==> config.mk <==
export PLATFORM = sky130hd
export DESIGN_NAME = output_ctrl_rr
export DESIGN_NICKNAME = d
export VERILOG_FILES = /design/src/rtl/output_ctrl_rr.sv
export SDC_FILE = /design/constraint.sdc
export NUM_CORES = 1
export LEC_CHECK = 0
export BUFFER_PORTS_ARGS = -buffer_cell sky130_fd_sc_hd__buf_2
export CORE_MARGIN = 2
export CORE_UTILIZATION = 30
export CTS_CLUSTER_DIAMETER = 60
export DETAILED_ROUTE_END_ITERATION = 8
export PLACE_DENSITY_LB_ADDON = 0.1
export SETUP_SLACK_MARGIN = 0.4
export SLEW_MARGIN = 0
export SYNTH_ARGS = -nofsm -noshare
export SYNTH_HDL_FRONTEND = slang
export SYNTH_SLANG_ARGS = --single-unit
==> constraint.sdc <==
create_clock -name clk -period 3.2 [get_ports clk]
set_input_delay 0.16 -clock clk [delete_from_list [all_inputs] [get_ports clk]]
set_output_delay 0.16 -clock clk [all_outputs]
set_load 0.03 [all_outputs]
==> src/rtl/output_ctrl_rr.sv <==
// rtl/output_ctrl_rr.sv - N-input packet FIFO bank with round-robin/fixed-priority arbitration into one output register
module output_ctrl_rr #(
    parameter int WIDTH_packet = 14,
    parameter int NUM_IN       = 2,
    parameter int DEPTH        = 4,
    parameter int PRIO_MODE    = 0
) (
    input  logic                                              clk,
    input  logic                                              rst,
    input  logic [NUM_IN-1:0]                                 in_valid,
    output logic [NUM_IN-1:0]                                 in_ready,
    input  logic [NUM_IN*WIDTH_packet-1:0]                    in_data,
    output logic                                              out_valid,
    input  logic                                              out_ready,
    output logic [WIDTH_packet-1:0]                           out_data,
    output logic [((NUM_IN > 1) ? $clog2(NUM_IN) : 1)-1:0]    out_src
);

    localparam int W  = WIDTH_packet;
    localparam int SW = (NUM_IN > 1) ? $clog2(NUM_IN) : 1;
    localparam int PW = $clog2(DEPTH);
    localparam logic [PW:0] C_DEPTH = (PW+1)'(DEPTH);

    logic [NUM_IN-1:0] w_nonempty;
    logic [W-1:0]      w_head [NUM_IN];
    logic              w_load;
    logic              w_found;
    logic [SW-1:0]     w_gidx;
    logic              w_pop_any;
    int                w_start;

    logic              r_out_valid;
    logic [W-1:0]      r_out_data;
    logic [SW-1:0]     r_out_src;
    logic [SW-1:0]     r_rr_ptr;

    assign w_load    = !r_out_valid || out_ready;
    assign w_pop_any = w_load && w_found;

    for (genvar gi = 0; gi < NUM_IN; gi++) begin : g_fifo
        logic [W-1:0]  r_mem [DEPTH];
        logic [PW-1:0] r_wr_ptr;
        logic [PW-1:0] r_rd_ptr;
        logic [PW:0]   r_count;
        logic          w_push;
        logic          w_pop;

        // Ready comes from registered count only, so a full FIFO stays closed even while it is popped
        assign in_ready[gi]   = !rst && (r_count < C_DEPTH);
        assign w_push         = in_valid[gi] && in_ready[gi];
        assign w_pop          = w_pop_any && (w_gidx == SW'(gi));
        assign w_nonempty[gi] = (r_count != '0);
        assign w_head[gi]     = r_mem[r_rd_ptr];

        always_ff @(posedge clk) begin
            if (w_push) begin
                r_mem[r_wr_ptr] <= in_data[gi*W +: W];
            end
        end

        always_ff @(posedge clk) begin
            if (rst) begin
                r_wr_ptr <= '0;
                r_rd_ptr <= '0;
                r_count  <= '0;
            end else begin
                if (w_push) begin
                    r_wr_ptr <= r_wr_ptr + PW'(1);
                end
                if (w_pop) begin
                    r_rd_ptr <= r_rd_ptr + PW'(1);
                end
                case ({w_push, w_pop})
                    2'b10:   r_count <= r_count + (PW+1)'(1);
                    2'b01:   r_count <= r_count - (PW+1)'(1);
                    default: r_count <= r_count;
                endcase
            end
        end
    end

    // Two passes: indices at/after the start point first, then the wrapped-around ones
    always_comb begin
        w_start = (PRIO_MODE != 0) ? 0 : int'(r_rr_ptr);
        w_found = 1'b0;
        w_gidx  = '0;
        for (int j = 0; j < NUM_IN; j++) begin
            if (!w_found && w_nonempty[j] && (j >= w_start)) begin
                w_found = 1'b1;
                w_gidx  = SW'(j);
            end
        end
        for (int j = 0; j < NUM_IN; j++) begin
            if (!w_found && w_nonempty[j] && (j < w_start)) begin
                w_found = 1'b1;
                w_gidx  = SW'(j);
            end
        end
    end

    always_ff @(posedge clk) begin
        if (rst) begin
            r_out_valid <= 1'b0;
            r_out_data  <= '0;
            r_out_src   <= '0;
            r_rr_ptr    <= '0;
        end else if (w_load) begin
            if (w_found) begin
                r_out_valid <= 1'b1;
                r_out_data  <= w_head[w_gidx];
                r_out_src   <= w_gidx;
                if (PRIO_MODE == 0) begin
                    r_rr_ptr <= (w_gidx == SW'(NUM_IN-1)) ? '0 : w_gidx + SW'(1);
                end
            end else begin
                r_out_valid <= 1'b0;
            end
        end
    end

    assign out_valid = r_out_valid;
    assign out_data  = r_out_data;
    assign out_src   = r_out_src;

endmodule

==> metrics.txt, run 1 <==
period utilisation layout 79.10%; setup TNS 0 ns; routability cong. 0.6960; Synth Area per Inst 17.76 sq um; Starting Density 30.57%; static leakage 2.502 nW; Crit Reg-Reg Endpoint g_fifo[1].r_count[2]; #FFs+latches synth 147; R2R Setup Slk 0.67 ns; XOR/XNOR Fraction of Synth Area 1.532%; vias per cell 4.560; Core Region 18,710 sq um; CTS hold repair buffers 28; kind of end point of the critical path register; Hold Path Class in2reg; number of diodes 0; utilization after layout 37.61%; Max Cap Violations 0; critical setup path kind reg2reg; mux contribution to synthesized area 13.48%; worst vdd ir 0.3892 mV; Synth Cell Area 5718 sq um; Critical Path End g_fifo[1].r_count[2]; Detail Route Antenna Nets 0; Slew Limit Headroom 38.42%; Synth Area in Compound Gates 4.267%; CTS Buf Count 17; Synth Area in Simple Gates 4.311%; critical path arrival 2.88 ns; main combinational cell family by area after synthesis multiplexers; vias after detailed routing 2,987; fraction of layout instances using a drive strength above 1 28.27%; CTS sink cnt 147; first-pass GRT wire length 18.32 mm; synth warn 0; I/O pin count 51; net count after synthesis 367; crit path launch g_fifo[0].r_count[2]; status complete, no violations; final setup skew 0.009136 ns; drt pass-1 iters 4; Chip Height 142.1 microns; post-layout minimum cycle time 2.531 ns; adder-cell share of the synthesized area 2.888%; Horiz. Die Dim 142.1 microns; Area Overhead vs Synth 23.04%; IO buf count 50; post-CTS sizing 0; Final Hold Vio Count 0; RSZ-0062 raised after global routing false; Tot Pwr 0.005796 W; required time of the critical path 3.55 ns; register area share after synthesis 71.07%; maximum clock frequency 395.1 MHz; largest net degree at the start of global routing 29; slew at the pin with the worst max-slew slack 0.9237 ns; clk root buf clkbuf_16; Total Wirelength 11.61 mm; net count reported at finish 453; GRT Overall Usage 12.60%; r2r startpoint g_fifo[0].r_count[2]; setup bufs post-CTS 0; Finish-stage setup viols 0; H-tree depth 4; vias in the first global route 3,200; fin. max-slew vios 0; # DRC 0; row count 50; die area 20,180 sq um; WL per Instance 17.73 microns; P per Cell Area 823.9 nW/um^2; final HPWL from detailed placement 7.405 mm; synth unique cells 33; Longest Clk Path Bufs 2; grt ovf 0; CTS tree yes; Clk Latency, worst-skew pair 0.42 ns; Worst Reg-to-Reg Cells 9; Syn Inst Count 322; crit path max fanout 7; Worst-path clk slew 0.06 ns; initial DRC count 146; initial antenna violation count 0; type of origin of the critical path register
==> layout by cell type (no fill, tap or decap), types with 2 or more instances in the layout <==
cell / synthesis / layout
edfxtp_1: 112 / 112
buf_2: 6 / 50
dfxtp_1: 35 / 35
nor2_1: 31 / 31
mux4_2: 28 / 28
dlygate4sd3_1: 0 / 28
clkbuf_16: 0 / 17
inv_1: 14 / 14
mux2i_1: 14 / 14
a211oi_1: 14 / 14
ha_1: 10 / 10
and3_1: 8 / 8
xor2_1: 6 / 6
a21oi_1: 6 / 5
inv_6: 0 / 5
xnor2_1: 4 / 4
buf_4: 0 / 4
o21ai_0: 3 / 3
inv_8: 0 / 3
clkinvlp_4: 0 / 3
nand2b_1: 2 / 2
or3_1: 2 / 2
and2_1: 2 / 2
nand2_1: 2 / 2
o31ai_1: 2 / 2
fa_1: 2 / 2
clkinv_2: 0 / 2
==> area by class of cell <==
class | instances | area [sq um]
clock buffers | 17 | 425.4
flip-flops and latches | 147 | 4064
multi-input cells | 146 | 1518
clock inverters | 15 | 122.6
inverters | 14 | 52.55
fillers | 1733 | 11670
repair buffers | 82 | 560.5
well taps | 234 | 292.8
==> report_power, final <==
group | internal [W] | switching, W
logic | 0.000630 | 0.000878
registers | 0.00229 | 0.000164
clock network | 0.00101 | 0.000824
total | 0.00393 | 0.00187
==> flip-flops by register name (all words and copies together), names as in the netlist, named ones only <==
register	count
g_fifo.r_count	6
out_data	14
g_fifo.r_mem	112
out_valid	1
out_src	1
g_fifo.r_rd_ptr	4
r_rr_ptr	1
g_fifo.r_wr_ptr	4
==> through the flow <==
stage / setup slack [ns] / std cells / hold WS [ns] / area (sq um)
after global routing: 0.4650 / 655 / 0.1114 / 7036
after floorplan: 0.8532 / 322 / 0.2589 / 5718
after global placement: 0.7254 / 595 / 0.3718 / 6207
after CTS: 0.6473 / 655 / 0.09169 / 7036
final: 0.6687 / 655 / 0.1087 / 7036
after detailed placement: 0.6628 / 595 / 0.3763 / 6207
==> Yosys cell counts (all sizes together) <==
| library cell | instances | area share (%) |
|---|---|---|
| nor2 | 31 | 2.0 |
| mux4 | 28 | 11 |
| nand2b | 2 | 0.22 |
| o2111ai | 1 | 0.15 |
| fa | 2 | 0.70 |
| o211ai | 1 | 0.13 |
| a2111oi | 1 | 0.48 |
| o21ai | 4 | 0.55 |
| buf | 8 | 1.1 |
| and2 | 2 | 0.22 |
| a211oi | 15 | 2.1 |
| and3 | 8 | 0.88 |
| mux2i | 14 | 2.5 |
| a21oi | 6 | 0.53 |
| nand2 | 2 | 0.13 |
| dfxtp | 35 | 12 |
| clkbuf | 7 | 0.46 |
| a31oi | 1 | 0.11 |
| o31ai | 2 | 0.26 |
| ha | 10 | 2.2 |
| nor2b | 1 | 0.11 |
| or3 | 3 | 0.35 |
| nor3 | 2 | 0.37 |
| xor2 | 6 | 0.92 |
| xnor2 | 4 | 0.61 |
| edfxtp | 112 | 59 |
| inv | 14 | 0.92 |
==> logic make-up after synthesis <==
kind of cell / after synthesis
and+or+nand+nor: 51
DFF: 147
AOI/OAI and AO/OA: 31
xor gates and xnor gates: 10
muxes: 42
adders and majority gates: 12
buffers and inverters: 29
==> metal layers <==
metal	track usage, %	share of wire [%]	routed length, microns
met1	16.81	48	5598
met2	19.73	47	5428
met3	3.836	3.8	439
met4	4.105	1.3	146
met5	0	0	0
==> critical path, cell delays in order, from the launching register on <==
cell      delay [ns]
dfxtp_1         0.35
nor3_4          0.46
o211ai_1        0.24
inv_1           0.10
ha_1            0.17
inv_1           0.06
fa_1            0.38
xor2_1          0.16
or3_2           0.40
a21oi_1         0.14
==> worst min-delay path by stage <==
stage               cells after the start  slack (ns)                     to        from
global route                            2        0.11   g_fifo[0].r_count[0]         rst
CTS                                     2        0.09   g_fifo[0].r_count[0]         rst
floorplan                               0        0.26  g_fifo[0].r_mem[0][0]  in_data[0]
finish                                  2        0.11  g_fifo[1].r_rd_ptr[0]         rst
detailed placement                      1        0.38  g_fifo[0].r_mem[2][7]  in_data[7]
global placement                        1        0.37  g_fifo[0].r_mem[1][5]  in_data[5]
(Power assumes the default switching activity.)
==> run 2, diff against run 1 <==
==> constraint.sdc (replaced) <==
create_clock -name clk -period 2.55 [get_ports clk]
set_input_delay 0.1275 -clock clk [delete_from_list [all_inputs] [get_ports clk]]
set_output_delay 0.1275 -clock clk [all_outputs]
set_load 0.03 [all_outputs]
==> metrics.txt, run 2 (same netlist as run 1, synthesis figures left out) <==
slew at the pin with the worst max-slew slack 0.6486 ns (-0.2752 ns); crit path max fanout 2 (-5); type of origin of the critical path register; Core Region 18,710 sq um (unchanged); drt pass-1 iters 4 (unchanged); RSZ-0062 raised after global routing true; maximum clock frequency 444.6 MHz (+13%); met2 GRT Util 19.93% (+0.20 points); clk root buf clkbuf_16; Clk Latency, worst-skew pair 0.42 ns (about the same); worst vdd ir 0.6301 mV (+62%); commonest non-fill, non-tap cell in the layout edfxtp_1; static leakage 2.641 nW (+5.5%); CTS sink cnt 147 (unchanged); net count reported at finish 475 (+4.9%); final setup skew 0.01046 ns (+0.001320 ns); IO buf count 50 (unchanged); Slew Limit Headroom 56.60% (+18 points); GRT Overall Usage 12.59% (-0.014 points); fraction of layout instances using a drive strength above 1 34.76% (+6.5 points); Area Overhead vs Synth 27.79%; multi-input logic area 1567 sq um (+3.2%); Horiz. Die Dim 142.1 microns (unchanged); post-layout minimum cycle time 2.249 ns (-0.2821 ns); critical path arrival 2.60 ns (-0.28 ns); period utilisation layout 88.21% (+9.1 points); die area 20,180 sq um (unchanged); CTS tree yes; number of diodes 0 (unchanged); most frequent cells in the layout edfxtp_1, buf_2, dfxtp_1; Detail Route Antenna Nets 0 (unchanged); hold path depth 3 (+1); row count 50 (unchanged); Reg area 4073 sq um (+0.22%); Chip Height 142.1 microns (unchanged); max reg flops 112 (unchanged); Worst Reg-to-Reg Cells 8 (-1); GRT Max-Usage Layer met2; routability cong. 0.7265 (+4.4%); vias in the first global route 3,242 (+1.3%); Place WS 0.2589 ns (-0.4039 ns); first-pass GRT wire length 18.33 mm (about the same); Top reg by flops g_fifo.r_mem; Tot Pwr 0.007748 W (+34%); vias per cell 4.507 (-1.2%); fin. max-slew vios 0 (unchanged); CTS Buf Count 17 (unchanged); R2R Setup Slk 0.30 ns (-0.37 ns); initial DRC count 132 (-9.6%); Final Hold Vio Count 0 (unchanged); worst setup slack after layout 0.3008 ns (-0.3679 ns); P per Cell Area 1060 nW/um^2 (+29%); I/O pin count 51 (unchanged); GR Util met3 3.937% (+0.10 points); M1 GR Usage 16.53% (-0.27 points); Worst-path clk slew 0.06 ns (about the same); FILL cells 1,744 (+0.63%); required time of the critical path 2.90 ns (-0.65 ns); WL per Instance 17.64 microns (-0.51%); Max Cap Violations 0 (unchanged); Finish-stage setup viols 0 (unchanged); Placed Instances 609 (+2.4%); status complete, no violations; # DRC 0 (unchanged); kind of end point of the critical path register; Longest Clk Path Bufs 2 (unchanged); grt ovf 0 (unchanged); final HPWL from detailed placement 7.548 mm (+1.9%); Total Wirelength 11.94 mm (+2.8%); setup TNS 0 ns (unchanged); initial antenna violation count 0 (unchanged); H-tree depth 4 (unchanged); vias after detailed routing 3,051 (+2.1%); Starting Density 30.57% (unchanged); critical setup path kind reg2reg; largest net degree at the start of global routing 30 (+3.4%); Hold Path Class in2reg; Final Non-Filler Cells 677 (+3.4%)
==> run 2: per-layer routing <==
metal,vias to the layer above,part of all wire (%)
met5,-,0
met4,0,1.0
met3,8,3.6
met2,55,47
met1,1532,49
li1,1456,-
==> run 2: path summary, 6_finish.rpt <==
check	startpoint	endpoint
min reg2reg	out_src	out_src
max	g_fifo[1].r_count[0]	g_fifo[0].r_count[2]
max reg2reg	g_fifo[1].r_count[0]	g_fifo[0].r_count[2]
min	out_ready	out_valid
==> run 2: layout make-up <==
class,instances,area share (%)
Sequential cell,147,55.74
Multi-Input combinational cell,146,21.44
Timing Repair Buffer,104,10.02
Clock buffer,17,5.822
Tap cell,234,4.007
Clock inverter,15,2.260
Inverter,14,0.7192
==> run 2: critical path, stage by stage, from the launching register on <==
cell and delay [ns]:
dfxtp_2 0.32, or3_4 0.40, a211oi_4 0.24, ha_2 0.22, inv_1 0.05, fa_2 0.33
xor2_1 0.15, or3_1 0.34, a21oi_2 0.14
==> run 2: power breakdown <==
| group | leakage (nW) | internal [W] | switching [W] |
|---|---|---|---|
| clock network | 0.287 | 0.00147 | 0.00104 |
| registers | 1.31 | 0.00288 | 0.000161 |
| logic | 1.05 | 0.000980 | 0.00123 |
| total | 2.64 | 0.00532 | 0.00243 |
==> run 2: timing repair <==
| action | CTS | global route |
|---|---|---|
| setup buffers | 3 | 4 |
| gates resized for setup | 4 | 7 |
| hold buffers | 29 | 0 |
| pin swaps | 4 | 4 |
| hold endpoints to repair | 113 | 0 |
| setup endpoints to repair | 2 | 4 |
==> run 2: stage by stage <==
stage	area (sq um)	hold slack, ns	util (%)
finish	7307	0.1103	39.06
global route	7307	0.1197	39.06
CTS	7248	0.09333	38.75
detailed placement	6336	0.3471	33.87
global placement	6336	0.3393	33.87
floorplan	5742	0.2264	-
